### src/rtl/alarma_anunciador.sv
// Alarm annunciator: debounces an alarm condition while armed, then blinks a siren
// until acknowledged, escalating to a steady siren if the operator does not respond.
module alarma_anunciador #(
    parameter int DEB_CYC   = 4,
    parameter int BLINK_DIV = 8,
    parameter int ESC_CYC   = 32
) (
    input  logic       clk,
    input  logic       rst_n,
    input  logic       arm,
    input  logic       alarm_in,
    input  logic       ack,
    output logic       siren,
    output logic       lamp,
    output logic       escalate,
    output logic [1:0] state
);

    typedef enum logic [1:0] {
        DISARMED = 2'b00,
        ARMED    = 2'b01,
        ALERT    = 2'b10,
        ESCAL    = 2'b11
    } stateT;

    // Each counter holds 0..LIMIT-1 and is compared against its terminal value, so it never wraps.
    localparam int DW = $clog2(DEB_CYC + 1);
    localparam int BW = $clog2(BLINK_DIV + 1);
    localparam int EW = $clog2(ESC_CYC + 1);

    localparam logic [DW-1:0] DEB_LAST   = DW'(DEB_CYC - 1);
    localparam logic [BW-1:0] BLINK_LAST = BW'(BLINK_DIV - 1);
    localparam logic [EW-1:0] ESC_LAST   = EW'(ESC_CYC - 1);

    stateT          curState;
    logic [DW-1:0]  debCnt;
    logic [BW-1:0]  blinkCnt;
    logic [EW-1:0]  escCnt;

    assign state = curState;

    always_ff @(posedge clk or negedge rst_n) begin
        if (!rst_n) begin
            curState <= DISARMED;
            debCnt   <= '0;
            blinkCnt <= '0;
            escCnt   <= '0;
            siren    <= 1'b0;
            lamp     <= 1'b0;
            escalate <= 1'b0;
        end else begin
            case (curState)
                DISARMED: begin
                    debCnt <= '0;
                    if (arm) curState <= ARMED;
                end

                ARMED: begin
                    if (!arm) begin
                        // Disarming outranks a trigger landing on the same edge.
                        curState <= DISARMED;
                        debCnt   <= '0;
                    end else if (alarm_in) begin
                        if (debCnt == DEB_LAST) begin
                            curState <= ALERT;
                            debCnt   <= '0;
                            blinkCnt <= '0;
                            escCnt   <= '0;
                            siren    <= 1'b1;
                            lamp     <= 1'b1;
                            escalate <= 1'b0;
                        end else begin
                            debCnt <= debCnt + DW'(1);
                        end
                    end else begin
                        debCnt <= '0;
                    end
                end

                ALERT: begin
                    if (ack) begin
                        curState <= ARMED;
                        debCnt   <= '0;
                        siren    <= 1'b0;
                        lamp     <= 1'b0;
                        escalate <= 1'b0;
                    end else if (escCnt == ESC_LAST) begin
                        curState <= ESCAL;
                        siren    <= 1'b1;
                        lamp     <= 1'b1;
                        escalate <= 1'b1;
                    end else begin
                        escCnt <= escCnt + EW'(1);
                        // Siren toggles every BLINK_DIV cycles, starting high on entry.
                        if (blinkCnt == BLINK_LAST) begin
                            blinkCnt <= '0;
                            siren    <= ~siren;
                        end else begin
                            blinkCnt <= blinkCnt + BW'(1);
                        end
                    end
                end

                ESCAL: begin
                    if (ack) begin
                        curState <= ARMED;
                        debCnt   <= '0;
                        siren    <= 1'b0;
                        lamp     <= 1'b0;
                        escalate <= 1'b0;
                    end
                end

                default: begin
                    curState <= DISARMED;
                    siren    <= 1'b0;
                    lamp     <= 1'b0;
                    escalate <= 1'b0;
                end
            endcase
        end
    end

endmodule

### config.mk
export PLATFORM = sky130hd
export DESIGN_NAME = alarma_anunciador
export DESIGN_NICKNAME = d
export VERILOG_FILES = /design/src/rtl/alarma_anunciador.sv
export SDC_FILE = /design/constraint.sdc
export NUM_CORES = 1
export LEC_CHECK = 0
export ABC_AREA = 1
export ABC_CLOCK_PERIOD_IN_PS = 3400
export CAP_MARGIN = 20
export CORE_MARGIN = 2
export CORE_UTILIZATION = 40
export CTS_CLUSTER_DIAMETER = 40
export DETAILED_ROUTE_END_ITERATION = 12
export GPL_TIMING_DRIVEN = 0
export SYNTH_ARGS = -nofsm -noshare
export SYNTH_HDL_FRONTEND = slang
export SYNTH_SLANG_ARGS = --single-unit
### constraint.sdc
create_clock -name clk -period 3.4 [get_ports clk]
set_input_delay 0.68 -clock clk [delete_from_list [all_inputs] [get_ports clk]]
set_output_delay 0.68 -clock clk [all_outputs]
set_load 0.005 [all_outputs]
==> results.txt <==
Data arrives at the worst endpoint at 1300 ps. In this run the horizontal extent of the chip is 58.4 um. The logs give 0 for the post-cts gate resize count and 13.0% for the clock network fraction of design power. After detailed routing, the average wire length per cell comes to 11.4 um. The logs give 0 for the number of post-CTS setup repair buffers and 289 for the number of filler instances in the final layout. The via count normalized by instance count was 4.93; the summed negative setup slack over all endpoints was 0 ps.

On the critical path the largest part of the delay comes from buffers and inverters. The CTS clock-pin slew for the worst setup and hold paths is 110 ps. The run finished with clean final reports. The critical path goes through clkdlybuf4s50_1.

Synthesis produced a netlist with a net count of 178. Across all register-to-register paths, the minimum setup slack is 1700 ps. The run gives 0 as the post-route antenna net violation count.

The final antenna diode count is 0. Setup repair after global routing left no endpoint under its margin. The average instance in the mapped netlist occupies 7.22 um^2. Once the floorplan was initialized, standard cells occupied 42.6% of the core. Summing all placed instances gives a cell area of 1310 um^2. The worst path required time is 2720 ps. The DRC violation count after routing was 0. The clock root buffer was sky130_fd_sc_hd__clkbuf_4. The tools report the total count of max-transition violations in the final report as 0. The tools report the number of clock buffers inserted by TritonCTS as 3. The tools report the clock sink count as 18. The library cells used most frequently in the layout, excluding fill and tap cells, are sky130_fd_sc_hd__nand2_1, sky130_fd_sc_hd__inv_1, sky130_fd_sc_hd__dfrtp_1. The first global-routing pass estimated 4170 um of wire.

For hold timing, the worst endpoint is escalate. The initialized floorplan defines 19 standard-cell rows. The worst register-to-register path begins at state[0].

The run gives 0 as the number of hold-slack violations in the final timing report. The routed layout has 1021 vias. Proportion of layout cells with a drive suffix above 1: 6.25%. The tools report the sort of element at the start of the critical path as a flip-flop.

Of all nets on the critical path, the largest fanout is 7. The worst clock skew was 8.51 ps. In this run the most critical hold path is launched from escalate.

The switching power summed over all nets is 0.362 mW. Ranked by total cell area, the synthesized netlist is headed by sky130_fd_sc_hd__dfrtp_1, sky130_fd_sc_hd__nand2_1, sky130_fd_sc_hd__ha_1. The maximum VDD drop was 0.000329 V; the depth of the worst hold-timing path was 2. Sum of buffers and inverters on the critical path: 1. The final routed wirelength across all metal layers was 2370 um. The logs give 290 ps for the clock insertion delay at the later pin of the skew report and 18 for the violation count after the first detailed-routing iteration. The final worst-path cycle share was 58.1%. The number of unique standard cell types used by synthesis came out at 18. TritonCTS built the clock tree. In this run, post-CTS hold repair placed 0 buffers.

For this design, the slowest cell found on the critical path is sky130_fd_sc_hd__clkdlybuf4s50_1. The run gives 19 as the largest net degree at the start of global routing. The path class of the tightest hold or removal check is flip-flop to flip-flop. Summed over all instances, the cell type with the most area after synthesis is sky130_fd_sc_hd__dfrtp_1. The area of the core is 2780 um^2. The critical register-to-register path endpoint is escCnt[5]. The number of nets at the end of the flow is 192.

The critical path capture point type was an output port. The power per cell area is 619 nW/um^2, and the fmax is 0.506 GHz. The fraction of power spent switching nets was 43.8%. Synthesis inferred 18 register bits. Total track usage: 16.1%.

Combinational logic burns 50.6% of the power. The cell area after layout came out at 1340 um^2. Sequential cells were found to cover 38.0% of the synthesized design area. From synthesis to final layout, the design area changed by 12.8%.

Instance count of the mapped netlist: 164. Summed over its instances, the top area cell type makes up 38.0% of the synthesized netlist area. In this run, flip-flops and latches consume 36.4% of the power. The y dimension of the die was 58.4 um; the H-tree depth reported by CTS was 1.

The placer congestion estimate is 0.830, and the depth of the worst register-to-register path is 9. The logs give 0 for the final global-route overflow total and 0.692 nW for the leakage power. The worst pin sits at a relative slew slack of 42.6%. Setup violations remaining at the end of the flow were counted as 0. For the internal power summed over all cells, the log shows 0.465 mW. The most common cell after layout, fill and taps aside was sky130_fd_sc_hd__nand2_1.

The die area is 3410 um^2, and the maximum single-stage delay on the critical path is 540 ps. The longest clock path from root to sink contains 2 buffers. For the pin with the worst max-slew slack, the measured transition is 858 ps. The logs give 0 for the number of synthesis warnings and 1180 um^2 for the area of the mapped netlist. The run gives 960 as the number of global-route vias before repair. The critical path class is flip-flop to output port. The wire-length estimate of the detail-placed layout is 1740 um. Counting I/O delays and the setup requirement, the final critical path takes 1980 ps.

Max-cap violations in this run came to 0. The logs give 0 for the number of antenna violations at the first check in global routing and 10 for the number of ports placed on the die boundary. Port buffering added 9 buffers. The first detailed-routing pass ran for 4 iterations.
## flip-flops by register name, summed over array words and instances (netlist names)
register and count:
blinkCnt 4, debCnt 3, escCnt 6, escalate 1, lamp 1, siren 1, state 2
## metrics by stage
step           cells  power, mW  util (%)  worst slack, ps  hold slack (ps)
2_1_floorplan    164      0.593         -             1920              384
3_3_place_gp     204      0.724      47.2             1360              478
3_5_place_dp     204      0.730      47.2             1340              495
4_1_cts          207      0.843      48.0             1400              521
5_1_grt          207      0.922      48.0             1360              556
6_report         207      0.827      48.0             1420              504
## how the worst max path moves through the flow
stage | startpoint | slack [ps] | to | cells past startpoint
after floorplan | state[0] | 1920 | escCnt[5] | 9
after global placement | alarm_in | 1360 | escCnt[5] | 8
after detailed placement | alarm_in | 1340 | escCnt[5] | 8
after CTS | state[1] | 1400 | state[1] | 1
after global routing | state[1] | 1360 | state[1] | 1
final | state[1] | 1420 | state[1] | 1
## power groups by stage
stage	sequential (mW)	combinational (mW)	clock, mW
3_5_place_dp	0.307	0.423	0
5_1_grt	0.309	0.487	0.126
6_report	0.302	0.419	0.107
2_1_floorplan	0.301	0.292	0
3_3_place_gp	0.305	0.419	0
4_1_cts	0.303	0.425	0.115
## cells by family (layout without fill, tap and decap cells)
logic type	count (synthesis)	after routing	synth area share [%]
AO/OA/AOI/OAI	12	12	6.55
adder cells (fa/ha/maj)	9	9	9.50
flip-flops	18	18	38.0
AND/OR/NAND/NOR	103	103	37.6
buffers and inverters	21	33	7.60
XOR/XNOR	1	1	0.739
## layer usage
metal	routed length (um)	vias to the layer above	global-route usage [%]
li1	-	538	-
met4	26	0	9.30
met5	0	-	0
met3	78	4	2.42
met2	1090	14	25.5
met1	1170	465	20.8
## synth_stat cells, drive strengths merged
cell type	number
inv	19
nand3	18
nand2	65
a21oi	3
buf	2
o21ai	8
nand3b	3
nand4	1
ha	9
dfrtp	18
o21bai	1
xnor2	1
nor2	16
## cell type report
cell class | instances | area [um^2] | share of cell area [%]
Sequential cell | 18 | 450 | 33.7
Clock buffer | 3 | 22.5 | 1.69
Multi-Input combinational cell | 125 | 644 | 48.2
Tap cell | 31 | 38.8 | 2.90
Buffer | 2 | 18.8 | 1.40
Timing Repair Buffer | 9 | 90.1 | 6.74
Inverter | 19 | 71.3 | 5.34
(Power assumes the default switching activity.)
==> RTL change, RTL diff (config.mk and constraints unchanged) <==
`ESC_CYC`: 32 -> 16.
--- a/src/rtl/alarma_anunciador.sv
+++ b/src/rtl/alarma_anunciador.sv
@@ -4,5 +4,5 @@
     parameter int DEB_CYC   = 4,
     parameter int BLINK_DIV = 8,
-    parameter int ESC_CYC   = 32
+    parameter int ESC_CYC   = 16
 ) (
     input  logic       clk,
Function: no difference found for any inputs over 10 cycles, from zero or initial values and one cycle with rst_n low; that may be too few to reach the edited logic, so the function may still have changed.
==> RTL change against the original RTL <==
- routed wire length decreased by 10%
- die area is 3.1% lower
- sequential cell count decreased by 1
- utilization is 0.49 points lower
- critical endpoint unchanged
- area after synthesis fell by 3.4%
- power down 1.7%
- worst setup slack got worse by 0.028 ns
- final area decreased by 2.7%
- synthesized cell count down 13%
- sequential share of layout area decreased by 0.98 points
==> RTL change: results (changes against the original RTL) <==
gr usage total=15.32% (-0.77 points); vias in the first global route=915 (-4.7%); hold endpoint=lamp; first-pass GRT wire length=3.919 mm (-6.1%); vias per inst=5.053 (+2.5%); dpl cells=183 (-10%); Netlist cell types=25 (+7); LEAKAGE=0.6464 nW (-6.6%); Net Sw Frac=43.11% (-0.67 points); Critical R2R Launch=escCnt[0]; critical path arrival=1.32 ns (+0.02 ns); Max Clock Skew=0.001306 ns (-0.007208 ns); Adder-Cell Fraction of Synth Area=10.93% (+1.4 points); syn nets=158 (-11%); # fillers=274 (-5.2%); worst vdd ir=0.4509 mV (+37%); Compound-Gate Fraction of Synth Area=9.399% (+2.9 points); Non-Filler Instances=187 (-9.7%); fmax=499.2 MHz (-1.4%); XOR/XNOR Fraction of Synth Area=0.7650% (+0.026 points); DP Area=0.001274 mm² (-3.0%); largest net degree at the start of global routing=18 (-1); RR Endpoint=blinkCnt[3]; Worst R2R Path Depth=10 (+1); status=finished clean; NumNets Final=172 (-10%); min-delay src=lamp; synth top area cells=dfrtp_1 37%, nand2_1 14%, ha_1 11%; detail-routed net length per standard cell=11.35 µm (-0.76%); Largest regs=escCnt (5), blinkCnt (4), debCnt (3); GP Congestion=0.7918 (-4.6%); DR iter-0 viols=33 (+15); synth cell count leaders=43 x nand2_1, 17 x dfrtp_1, 15 x inv_1, 13 x nand3_1, 10 x ha_1; r2r setup slk=1.51 ns (-0.19 ns); Post-DP HPWL=1.682 mm (-3.2%); final hold slack=0.4792 ns (-0.02501 ns); DP Worst Slack=1.380 ns (+0.04119 ns)
==> RTL change: cell types whose count changed after synthesis, sizes merged, moves of 2 or more <==
cell	unedited run	this run
nand3b	3	1
o21ai	8	13
a21oi	3	1
nand3	18	13
or2	0	4
nor2	16	6
nand4	1	4
nand2	65	51
inv	19	17
==> RTL change: power by group through the flow <==
stage	Clock, mW	Sequential (mW)	Combinational [mW]
floorplan	0	0.269	0.319
detailed placement	0	0.274	0.443
finish	0.109	0.269	0.436
global route	0.124	0.276	0.503
CTS	0.114	0.270	0.445
global placement	0	0.273	0.432
==> RTL change: cell type report <==
type	instances	area (µm²)	area share [%]
plain buffers	2	31.28	2.406
clock buffers	4	26.28	2.021
inverters	18	68.82	5.294
multi-input cells	106	619.3	47.64
flip-flops and latches	17	425.4	32.72
well taps	31	38.79	2.984
repair buffers	9	90.09	6.930
==> RTL change: routing by layer <==
metal  wire length [µm]  track usage (%)
met1                984            18.95
met2               1048            25.65
met3                 62            2.948
met4                 27            6.977
met5                  0                0
